## src/rtl/loopback_writer_if.sv

```systemverilog
// FIFO dequeue port plus the C1 write request/response channel seen by the loopback writer.
// The master modport is the writer; the slave modport is the FIFO/host side.
interface loopback_writer_if #(
   parameter int DATA_WIDTH = 512,
   parameter int ADDR_WIDTH = 42
);
   logic [DATA_WIDTH-1:0] fifo_deq_data;
   logic                  fifo_empty;
   logic                  fifo_deq_en;
   logic                  tx_wr_valid;
   logic [ADDR_WIDTH-1:0] tx_wr_addr;
   logic [DATA_WIDTH-1:0] tx_wr_data;
   logic [15:0]           tx_wr_mdata;
   logic                  tx_almost_full;
   logic                  rx_wr_rsp_valid;

   modport master (
      input  fifo_deq_data,
      input  fifo_empty,
      input  tx_almost_full,
      input  rx_wr_rsp_valid,
      output fifo_deq_en,
      output tx_wr_valid,
      output tx_wr_addr,
      output tx_wr_data,
      output tx_wr_mdata
   );

   modport slave (
      output fifo_deq_data,
      output fifo_empty,
      output tx_almost_full,
      output rx_wr_rsp_valid,
      input  fifo_deq_en,
      input  tx_wr_valid,
      input  tx_wr_addr,
      input  tx_wr_data,
      input  tx_wr_mdata
   );
endinterface

```

## src/rtl/loopback_writer.sv

```systemverilog
// Loopback write engine: drains FIFO lines into consecutive cache-line writes,
// throttled by host almost-full and an outstanding-write limit.
//
// state   | meaning
// --------+------------------------------------------------------------
// S_IDLE  | out of reset, waiting for start
// S_RUN   | issuing one write per FIFO line until length lines are sent
// S_DRAIN | all lines sent, waiting for the remaining write responses
// S_DONE  | every line written and acknowledged; counters held
module loopback_writer #(
   parameter int DATA_WIDTH      = 512,
   parameter int ADDR_WIDTH      = 42,
   parameter int LEN_WIDTH       = 32,
   parameter int MAX_OUTSTANDING = 16
) (
   input  logic                  clk,
   input  logic                  reset_n,
   input  logic                  start,
   input  logic [ADDR_WIDTH-1:0] wr_base_addr,
   input  logic [LEN_WIDTH-1:0]  num_lines,
   loopback_writer_if.master     bus,
   output logic                  busy,
   output logic                  done,
   output logic [LEN_WIDTH-1:0]  lines_sent,
   output logic [LEN_WIDTH-1:0]  lines_acked
);
   localparam int OUT_W = $clog2(MAX_OUTSTANDING) + 1;
   localparam logic [OUT_W-1:0] OUT_MAX = OUT_W'(MAX_OUTSTANDING);

   typedef enum logic [1:0] {
      S_IDLE  = 2'd0,
      S_RUN   = 2'd1,
      S_DRAIN = 2'd2,
      S_DONE  = 2'd3
   } state_t;

   state_t                state;
   state_t                state_nxt;
   logic [ADDR_WIDTH-1:0] base_q;
   logic [LEN_WIDTH-1:0]  len_q;
   logic [OUT_W-1:0]      outstanding;
   logic                  issue;
   logic                  rsp_cnt;
   logic                  start_ok;

   logic                  tx_valid_q;
   logic [ADDR_WIDTH-1:0] tx_addr_q;
   logic [DATA_WIDTH-1:0] tx_data_q;
   logic [15:0]           tx_mdata_q;

   always_ff @(posedge clk or negedge reset_n) begin
      if (!reset_n) begin
         state <= S_IDLE;
      end else begin
         state <= state_nxt;
      end
   end

   always_comb begin
      state_nxt = state;
      case (state)
         S_IDLE, S_DONE: begin
            if (start) begin
               state_nxt = (num_lines != '0) ? S_RUN : S_DONE;
            end
         end
         S_RUN: begin
            if (lines_sent == len_q) begin
               state_nxt = S_DRAIN;
            end
         end
         S_DRAIN: begin
            if ((lines_acked == len_q) && (outstanding == '0)) begin
               state_nxt = S_DONE;
            end
         end
         default: state_nxt = S_IDLE;
      endcase
   end

   always_comb begin
      busy            = (state == S_RUN) || (state == S_DRAIN);
      done            = (state == S_DONE);
      start_ok        = start && ((state == S_IDLE) || (state == S_DONE));
      issue           = (state == S_RUN) && !bus.fifo_empty && !bus.tx_almost_full &&
                        (outstanding < OUT_MAX) && (lines_sent < len_q);
      // Responses only count while a transfer is live and something is in flight.
      rsp_cnt         = busy && bus.rx_wr_rsp_valid && (outstanding != '0);
      bus.fifo_deq_en = issue;
   end

   always_ff @(posedge clk or negedge reset_n) begin
      if (!reset_n) begin
         base_q      <= '0;
         len_q       <= '0;
         lines_sent  <= '0;
         lines_acked <= '0;
         outstanding <= '0;
      end else if (start_ok) begin
         base_q      <= wr_base_addr;
         len_q       <= num_lines;
         lines_sent  <= '0;
         lines_acked <= '0;
         outstanding <= '0;
      end else begin
         if (issue) begin
            lines_sent <= lines_sent + LEN_WIDTH'(1);
         end
         if (rsp_cnt) begin
            lines_acked <= lines_acked + LEN_WIDTH'(1);
         end
         case ({issue, rsp_cnt})
            2'b10:   outstanding <= outstanding + OUT_W'(1);
            2'b01:   outstanding <= outstanding - OUT_W'(1);
            default: outstanding <= outstanding;
         endcase
      end
   end

   // Request register: address and mdata use the pre-increment line index.
   always_ff @(posedge clk or negedge reset_n) begin
      if (!reset_n) begin
         tx_valid_q <= 1'b0;
         tx_addr_q  <= '0;
         tx_data_q  <= '0;
         tx_mdata_q <= '0;
      end else begin
         tx_valid_q <= issue;
         if (issue) begin
            tx_addr_q  <= base_q + ADDR_WIDTH'(lines_sent);
            tx_data_q  <= bus.fifo_deq_data;
            tx_mdata_q <= lines_sent[15:0];
         end
      end
   end

   assign bus.tx_wr_valid = tx_valid_q;
   assign bus.tx_wr_addr  = tx_addr_q;
   assign bus.tx_wr_data  = tx_data_q;
   assign bus.tx_wr_mdata = tx_mdata_q;
endmodule

```

## src/flat_wrapper.sv

```systemverilog
// flat-port wrapper written by rule: the top's interface ports become plain ports
module loopback_writer_flat 
#(
   parameter int DATA_WIDTH      = 512,
   parameter int ADDR_WIDTH      = 42,
   parameter int LEN_WIDTH       = 32,
   parameter int MAX_OUTSTANDING = 16
)
  (clk, reset_n, start, wr_base_addr, num_lines, busy, done, lines_sent, lines_acked, bus_fifo_deq_data, bus_fifo_empty, bus_tx_almost_full, bus_rx_wr_rsp_valid, bus_fifo_deq_en, bus_tx_wr_valid, bus_tx_wr_addr, bus_tx_wr_data, bus_tx_wr_mdata);
  loopback_writer_if #(.DATA_WIDTH(DATA_WIDTH), .ADDR_WIDTH(ADDR_WIDTH)) bus_i ();
  input  logic clk;
  input  logic reset_n;
  input  logic start;
  input  logic [ADDR_WIDTH-1:0] wr_base_addr;
  input  logic [LEN_WIDTH-1:0] num_lines;
  output logic busy;
  output logic done;
  output logic [LEN_WIDTH-1:0] lines_sent;
  output logic [LEN_WIDTH-1:0] lines_acked;
  input wire logic [$bits(bus_i.fifo_deq_data)-1:0] bus_fifo_deq_data;
  input wire logic [$bits(bus_i.fifo_empty)-1:0] bus_fifo_empty;
  input wire logic [$bits(bus_i.tx_almost_full)-1:0] bus_tx_almost_full;
  input wire logic [$bits(bus_i.rx_wr_rsp_valid)-1:0] bus_rx_wr_rsp_valid;
  output wire logic [$bits(bus_i.fifo_deq_en)-1:0] bus_fifo_deq_en;
  output wire logic [$bits(bus_i.tx_wr_valid)-1:0] bus_tx_wr_valid;
  output wire logic [$bits(bus_i.tx_wr_addr)-1:0] bus_tx_wr_addr;
  output wire logic [$bits(bus_i.tx_wr_data)-1:0] bus_tx_wr_data;
  output wire logic [$bits(bus_i.tx_wr_mdata)-1:0] bus_tx_wr_mdata;
  assign bus_i.fifo_deq_data = bus_fifo_deq_data;
  assign bus_i.fifo_empty = bus_fifo_empty;
  assign bus_i.tx_almost_full = bus_tx_almost_full;
  assign bus_i.rx_wr_rsp_valid = bus_rx_wr_rsp_valid;
  assign bus_fifo_deq_en = bus_i.fifo_deq_en;
  assign bus_tx_wr_valid = bus_i.tx_wr_valid;
  assign bus_tx_wr_addr = bus_i.tx_wr_addr;
  assign bus_tx_wr_data = bus_i.tx_wr_data;
  assign bus_tx_wr_mdata = bus_i.tx_wr_mdata;
  loopback_writer #(.DATA_WIDTH(DATA_WIDTH), .ADDR_WIDTH(ADDR_WIDTH), .LEN_WIDTH(LEN_WIDTH), .MAX_OUTSTANDING(MAX_OUTSTANDING)) u_core (.clk(clk), .reset_n(reset_n), .start(start), .wr_base_addr(wr_base_addr), .num_lines(num_lines), .bus(bus_i), .busy(busy), .done(done), .lines_sent(lines_sent), .lines_acked(lines_acked));
endmodule
```

## config.mk

```make
export PLATFORM = sky130hd
export DESIGN_NAME = loopback_writer_flat
export DESIGN_NICKNAME = d
export VERILOG_FILES = /design/src/rtl/loopback_writer_if.sv /design/src/rtl/loopback_writer.sv /design/src/flat_wrapper.sv
export SDC_FILE = /design/constraint.sdc
export NUM_CORES = 1
export LEC_CHECK = 0
export BUFFER_PORTS_ARGS = -buffer_cell sky130_fd_sc_hd__buf_2
export CORE_AREA = 2 2 474 476
export CTS_CLUSTER_DIAMETER = 80
export DETAILED_ROUTE_END_ITERATION = 12
export DIE_AREA = 0 0 476 478
export PLACE_DENSITY = 0.3
export SLEW_MARGIN = 40
export SYNTH_ARGS = -nofsm -noshare
export SYNTH_HDL_FRONTEND = slang
export SYNTH_SLANG_ARGS = --single-unit
export TNS_END_PERCENT = 20
```

## constraint.sdc

```tcl
create_clock -name clk -period 4.8 [get_ports clk]
set_input_delay 0.24 -clock clk [delete_from_list [all_inputs] [get_ports clk]]
set_output_delay 0.24 -clock clk [all_outputs]
set_load 0.1 [all_outputs]
```

# Word-level counts from Yosys, hierarchy flattened
# Index checks and enable logic that the tools add are counted.
# word_totals
ff_bits	716
inputBits	592
out_inout_bits	638
# op_classes
n_addsub	5
eq_ne	10
muxes	11
n_lt_le_gt_ge	2
n_reduce_logical	21
# op_table
operator	count
32-bit 2-to-1 mux	4
32-bit by 1-bit adder with 32-bit output, second input constant	2
32-bit equality test	2
42-bit by 32-bit adder with 42-bit output	1
32-bit less-than comparator	1
32-bit nonzero test	1
5-bit case mux with 2 select lines	1
1-bit logical AND	8
2-bit 2-to-1 mux	4
2-bit equality test, second input constant	3
2-bit case mux with 3 select lines	1
5-bit by 1-bit adder with 5-bit output, second input constant	1
5-bit zero test	1
5-bit less-than comparator, second input constant	1
5-bit 2-to-1 mux	1
5-bit nonzero test	1
5-bit by 1-bit subtractor with 5-bit output, second input constant	1
2-bit by 1-bit equality test with 1-bit output, second input constant	2
2-bit by 1-bit != test with 1-bit output, second input constant	2
2-bit nonzero test	2
3-bit AND reduction	1
3-bit nonzero test	1
1-bit zero test	2
2-bit zero test	1
other kinds (3)	4

# Depth between registers and ports, before layout
# Gate-level depths: netlist of run 1.
# depth
ltp_word	8
ltp_mapped	19
ltp_nobuf	17

# Least setup slack after synthesis of run 1
# OpenSTA, ideal clock, no wires.
# synth_path
path_kind	reg2reg
from	register u_core.lines_sent[25]
to	register u_core.outstanding[4]
path_stages_with_launch	19
synth_period_minus_slack_ns	4.220
setup_ns	0.072
t_arrival_ns	4.148
slack_ns	0.580
cell_sequence	dfrtp_1 > ha_1 > a21o_1 > a21o_1 > a21oi_1 > o211ai_1 > or4_1 > buf_2 > clkbuf_1 > nand2_1 > inv_1 > ha_1 > nor2b_1 > o21ai_0 > nand2b_1 > or3_1 > a21oi_1 > a21oi_1 > nor2_1
# synth_via
elab_chain_len	5
word_cells_on_any_way	7
cone_classes	order compare (1); eq/ne (2); mux (2); reduce/logical (2)
# synth_lines
item	line_no	source
start: declaration	loopback_writer.sv:24	output logic [LEN_WIDTH-1:0] lines_sent,
start signal: assignment	loopback_writer.sv:107	lines_sent <= lines_sent + LEN_WIDTH'(1);
32-bit less-than comparator (*)	loopback_writer.sv:86	(outstanding < OUT_MAX) && (lines_sent < len_q);
1-bit logical AND (*)	loopback_writer.sv:86	
2-bit by 1-bit equality test with 1-bit output or 2-bit equality test (tied branches)	loopback_writer.sv:112	case ({issue, rsp_cnt})
5-bit case mux with 2 select lines	loopback_writer.sv:112	
5-bit 2-to-1 mux	loopback_writer.sv:99	end else if (start_ok) begin
end signal: assignment	loopback_writer.sv:113	2'b10: outstanding <= outstanding + OUT_W'(1);
end signal: assignment	loopback_writer.sv:114	2'b01: outstanding <= outstanding - OUT_W'(1);
end signal: assignment	loopback_writer.sv:115	default: outstanding <= outstanding;
end: declaration	loopback_writer.sv:41	logic [OUT_W-1:0] outstanding;
# Mark *: on every way between the ends. The rest lies on a longest branch, timed or not.
# A chain may end at the register's enable or synchronous reset.

# Worst setup path in the final report of run 1
# layout_path
from	register u_core.len_q[7]
to	output bus_fifo_deq_en
# layout_via
elab_chain_len	2
# layout_lines
item	line_no	source
start: declaration	loopback_writer.sv:40	logic [LEN_WIDTH-1:0] len_q;
start signal: assignment	loopback_writer.sv:101	len_q <= num_lines;
32-bit less-than comparator	loopback_writer.sv:86	
1-bit logical AND	loopback_writer.sv:86	
end: declaration	flat_wrapper.sv:24	output wire logic [$bits(bus_i.fifo_deq_en)-1:0] bus_fifo_deq_en;
# Every way passes these cells.

==> impl_metrics.json, run 1 <==
{
  "drt-total-wl_um": 182000,
  "min_to": "u_core.lines_acked[1]",
  "ys_ff_latch": 716,
  "synthMuxAreaShare_pct": 20.4,
  "place_inst": 6519,
  "post-route-min-period_ps": 4460,
  "critical_path.endpoint_type": "output pin",
  "via_per_inst": 3.61,
  "grt_pass1_wl_um": 244000,
  "clock-sinks": 716,
  "syn_inst": 2352,
  "die_x_um": 476,
  "synth-simple-area-share_pct": 7.72,
  "synth_adder_area_share_pct": 3.08,
  "die_area_um2": 228000,
  "yosysUniqueCellTypes": 61,
  "area_growth_pct": 63.9,
  "synth_compound_area_share_pct": 4.40,
  "drc": 0,
  "cts-root-buf": "clkbuf_16",
  "finalSetupViolCount": 0,
  "status": "completed",
  "fin_setup_tns_ps": 0,
  "r2r_end": "u_core.outstanding[4]",
  "synth_area_um2": 30600,
  "instances_no_fill": 7342,
  "synth_top_family_by_area": "multiplexers",
  "postPlaceCellArea_um2": 40500,
  "crit_type": "reg -> out",
  "relSlewSlack_pct": 47.4,
  "place_congestion": 0.802,
  "synth-edff-count": 0,
  "dp_hpwl_um": 149000,
  "wl_per_cell_um": 24.7,
  "rr_worst_depth": 17,
  "cts_tree": "done",
  "hold-path-cell-count": 4,
  "path_clk_slew_ps": 60,
  "postRouteAntennaNets": 0,
  "cts_max_level": 3,
  "portBuffers": 1229,
  "vias": 26500,
  "layout-drive-gt1-share_pct": 46.6,
  "grt_pass1_vias": 28100,
  "skew_ps": 49.7,
  "drv_slew": 0,
  "avgSynthCellArea_um2": 13.0,
  "cap_violations": 0,
  "crit_fanout": 45,
  "grt_max_degree": 119,
  "clkLatencyLatePin_ps": 740,
  "layout.area.seq_um2": 17900,
  "fmaxAchievable_ghz": 0.224,
  "crit_required_ps": 4560,
  "synth_ff_type": "dfrtp_1",
  "finalInstanceArea_um2": 50100,
  "rr_startpoint": "u_core.len_q[7]",
  "die_h_um": 478,
  "ff2ff_setup_slack_ps": 780,
  "hold_start": "bus_rx_wr_rsp_valid",
  "synth_xor_xnor_area_share_pct": 3.35,
  "hold_path_class": "in -> reg",
  "rsz0062_at_grt": "no",
  "clockBufferDepth": 3,
  "finalHoldViolations": 0,
  "cp-start-kind": "flip-flop",
  "antenna_found_initial": 106,
  "period_share_pct": 92.9,
  "n_fill_cell": 24300,
  "io_pins": 1230,
  "synth_nets": 3018,
  "start_util_pct": 13.7,
  "crit_arrival_ps": 4220,
  "dr.pass1.iters": 5,
  "row_count": 174,
  "grtUsageTotal_pct": 15.5,
  "multi_input_area_um2": 11900,
  "dr.first_iter.drc_count": 978,
  "fin_nets": 4889,
  "ys_async_sr_fraction_pct": 100,
  "cts_buffers": 104,
  "worst_pin_slew_ps": 789,
  "coreArea_um2": 223000,
  "ys_seq_area_share_pct": 58.6,
  "grt-ovfl-total": 0,
  "yosysWarnings": 0
}
-- registers in the layout (all words and copies together), names as in the netlist --
register                count
u_core.bus.tx_wr_data     512
u_core.state                2
u_core.len_q               32
u_core.base_q              42
u_core.lines_acked         32
u_core.bus.tx_wr_addr      42
u_core.outstanding          5
u_core.bus.tx_wr_mdata     16
u_core.lines_sent          32
u_core.bus.tx_wr_valid      1
-- worst max-delay path by stage --
stage                          start                     to  depth (start not counted)
2_1_floorplan  u_core.lines_sent[25]  u_core.outstanding[4]                         18
3_3_place_gp         u_core.len_q[7]  u_core.outstanding[4]                         17
3_5_place_dp         u_core.len_q[7]  u_core.outstanding[4]                         17
4_1_cts              u_core.len_q[7]        bus_fifo_deq_en                         10
5_1_grt              u_core.len_q[7]        bus_fifo_deq_en                         10
6_report             u_core.len_q[7]        bus_fifo_deq_en                         10
-- critical path, stage by stage, from the launching register on --
cell	delay [ps]
dfrtp_1	360
inv_1	70
ha_1	300
a21oi_1	140
o21ai_0	140
a221oi_1	470
nor3_1	120
or4_2	680
clkinv_8	320
buf_12	310
buf_2	490
-- synth_stat cells, types with 17 or more instances --
cell type  instances  area, um2
and3_1            19        119
dfrtp_1          716      17900
xor2_1            80        701
inv_1             54        203
buf_2             70        350
nor2_1            93        349
ha_1              72        901
xnor2_1           37        324
nand3_1           32        160
a21o_1            17        128
clkbuf_1          39        146
mux2_2           551       6200
o21ai_0           77        385
nand4_1           28        175
nor4_1            20        125
nand2_1          239        897
a21oi_1           58        290
-- placed cells by master, fill, tap and decap left out, drive strengths merged, types with 5 or more instances in the layout --
| master | count |
|---|---|
| a21oi | 58 |
| buf | 1288 |
| or4 | 5 |
| o21ai | 78 |
| o21a | 8 |
| nand2b | 6 |
| bufinv | 10 |
| ha | 72 |
| nand2 | 239 |
| clkbuf | 154 |
| and4 | 10 |
| inv | 59 |
| and3 | 19 |
| mux2 | 551 |
| xnor2 | 37 |
| o211ai | 8 |
| a31oi | 11 |
| a211oi | 6 |
| a21o | 17 |
| nand3 | 32 |
| and2 | 10 |
| dfrtp | 716 |
| diode | 43 |
| nand4 | 29 |
| dlygate4sd3 | 589 |
| xor2 | 80 |
| clkinv | 20 |
| or3 | 12 |
| nor3 | 16 |
| nor2b | 7 |
| nor2 | 93 |
| nor4 | 21 |
-- cell type report --
class / instances / share of cell area [%]
inverters: 55 / 0.437
repair buffers: 1877 / 25.3
clock inverters: 36 / 1.10
flip-flops and latches: 716 / 35.8
well taps: 2992 / 7.47
multi-input cells: 1469 / 23.8
diodes: 43 / 0.215
clock buffers: 154 / 5.93
-- through the flow --
step	utilization, %	hold slack (ps)	setup slack (ps)
detailed placement	18.2	335	790
global placement	18.2	336	738
finish	22.4	123	342
global route	22.4	143	44.6
floorplan	-	-55.6	580
CTS	22.4	42.4	35.6
-- kinds of logic after synthesis --
family                   Yosys count
flip-flops                       716
multiplexers                     555
AND/OR/NAND/NOR                  508
AO/OA/AOI/OAI                    215
buffers and inverters            167
XOR/XNOR                         117
adder cells (fa/ha/maj)           74
-- what timing repair did --
action / CTS / global route
hold endpoints to repair: 642 / 2
gates resized for setup: 0 / 1
hold buffers: 588 / 1
buffers inserted: 0 / 0
setup endpoints to repair: 0 / 1
-- metal layers --
layer	global-route usage, %	share of wire (%)	up-vias
met5	0	0.12	-
met3	3.58	5.9	272
met4	6.05	4.1	32
li1	-	-	12100
met1	18.2	40	13100
met2	27.1	50	976
Power of run 1 is not shown: default switching activity piles up to over one toggle a cycle in this logic, so the estimate is an artifact.
==> inputs of run 2 (changes only) <==
==> constraint.sdc (replaced) <==
create_clock -name clk -period 4.8 [get_ports clk]
set_input_delay 0.24 -clock clk [delete_from_list [all_inputs] [get_ports clk]]
set_output_delay 0.24 -clock clk [all_outputs]
set_load 0.02 [all_outputs]
==> impl_metrics.json, run 2 (same netlist as run 1, synthesis figures left out) <==
{
  "powerDensity_nw_per_um2": 633,
  "coreArea_um2": 223000,
  "post-route-min-period_ps": 4290,
  "grtUsageTotal_pct": 15.5,
  "finalHoldViolations": 0,
  "cp-startpoint": "u_core.len_q[7]",
  "start_util_pct": 13.7,
  "clockBufferDepth": 3,
  "wl_per_cell_um": 24.8,
  "rsz0062_at_grt": "no",
  "layout-drive-gt1-share_pct": 47.0,
  "postPlaceCellArea_um2": 40600,
  "largest_register_ff_count": 512,
  "crit_required_ps": 4560,
  "grt_max_degree": 126,
  "clkLatencyLatePin_ps": 720,
  "fin_setup_tns_ps": 0,
  "cts_max_level": 3,
  "drt-total-wl_um": 182000,
  "place_inst": 6524,
  "cts_tree": "done",
  "total_power_mw": 31.7,
  "dp_hpwl_um": 150000,
  "instances_no_fill": 7324,
  "grt_pass1_vias": 28000,
  "portBuffers": 1229,
  "drv_slew": 0,
  "ctsHoldBuffers": 589,
  "skew_ps": 19.6,
  "area_growth_pct": 64.0,
  "path_clk_slew_ps": 60,
  "layout_common_cells": "buf_2 (1229), dfrtp_1 (716), dlygate4sd3_1 (588)",
  "crit_fanout": 34,
  "io_pins": 1230,
  "final_util_pct": 22.5,
  "place_congestion": 0.809,
  "hold_slack_ps": 116,
  "dr.pass1.iters": 4,
  "status": "completed",
  "fin_nets": 4891,
  "max_stage_delay_ps": 670,
  "final_common_cell": "buf_2",
  "crit_arrival_ps": 4050,
  "hold_path_class": "in -> reg",
  "die_x_um": 476,
  "die_area_um2": 228000,
  "cts-root-buf": "clkbuf_16",
  "cts_buffers": 101,
  "cp-start-kind": "flip-flop",
  "vias": 26400,
  "dp_slack_ps": 853,
  "cp-endpoint": "bus_fifo_deq_en",
  "cp_cell_sequence": "inv_1 > ha_1 > a21oi_1 > o21ai_0 > a221oi_1 > nor3_1 > or4_2 > inv_8 > buf_4 > buf_2",
  "grt_pass1_wl_um": 243000,
  "via_per_inst": 3.60,
  "dr.first_iter.drc_count": 977,
  "crit_type": "reg -> out",
  "multi_input_area_um2": 11900,
  "rr_startpoint": "u_core.len_q[7]",
  "drc": 0,
  "die_h_um": 478,
  "cts_resized": 0,
  "worst_slack_ps": 511,
  "ir_drop_uv": 320,
  "grt-ovfl-total": 0,
  "worst_pin_slew_ps": 775,
  "postRouteAntennaNets": 0,
  "ff2ff_setup_slack_ps": 870,
  "hold-path-cell-count": 4,
  "finalInstanceArea_um2": 50100,
  "clock-sinks": 716,
  "critical_path.endpoint_type": "output pin",
  "cts_setup_buffers": 0,
  "layout.area.seq_um2": 17900,
  "leakagePower_nw": 23.6,
  "relSlewSlack_pct": 48.1,
  "crit_slowest_cell": "or4_2",
  "rr_worst_depth": 17,
  "fmaxAchievable_ghz": 0.233,
  "period_share_pct": 89.4,
  "finalSetupViolCount": 0,
  "cap_violations": 0,
  "n_fill_cell": 24300,
  "row_count": 174,
  "antenna_found_initial": 92,
  "r2r_end": "u_core.outstanding[4]"
}
-- run 2: cell count changes in the layout (fill, tap and decap cells not counted), moves of 2 or more --
cell,previous run,this run
clkbuf_8,18,33
diode_2,43,28
clkinv_2,12,8
buf_12,11,14
clkinv_16,3,0
clkbuf_16,104,102
inv_6,5,3
clkbuf_1,32,17
clkinv_4,3,0
clkinvlp_4,2,8
-- run 2: cell type report --
| class | count | area share [%] |
|---|---|---|
| multi-input combinational | 1469 | 23.8 |
| timing repair buffer | 1882 | 25.4 |
| clock inverter | 30 | 0.864 |
| sequential | 716 | 35.8 |
| tap | 2992 | 7.47 |
| clock buffer | 152 | 6.13 |
| inverter | 55 | 0.427 |
| antenna | 28 | 0.140 |
-- run 2: how the worst min path moves through the flow --
stage	from	endpoint	slack (ps)
2_1_floorplan	reset_n	u_core.base_q[0]	-60
3_3_place_gp	reset_n	u_core.lines_acked[3]	340
3_5_place_dp	reset_n	u_core.lines_acked[3]	150
4_1_cts	bus_rx_wr_rsp_valid	u_core.lines_acked[1]	7
5_1_grt	bus_rx_wr_rsp_valid	u_core.lines_acked[1]	90
6_report	bus_rx_wr_rsp_valid	u_core.lines_acked[1]	120
-- run 2: layer usage --
metal	wire [um]	track usage (%)	part of all wire (%)
met5	253	0	0.14
met4	7200	5.84	4.0
met3	10700	3.79	5.9
met2	91000	27.3	50
met1	72400	18.0	40
-- run 2: power by group --
part           internal, mW  total (mW)  switching (mW)
clock                  4.87        8.01            3.13
combinational          4.77        13.5            8.69
sequential             8.73        10.3            1.54
-- run 2: critical path, delay by kind of cell, from the launching register on --
family,cells,cell delay (ps)
adders and majority gates,1,310
and+or+nand+nor,2,790
AOI/OAI and AO/OA,3,730
buffers and inverters,4,1080
DFF,1,360
(Power assumes the default switching activity.)
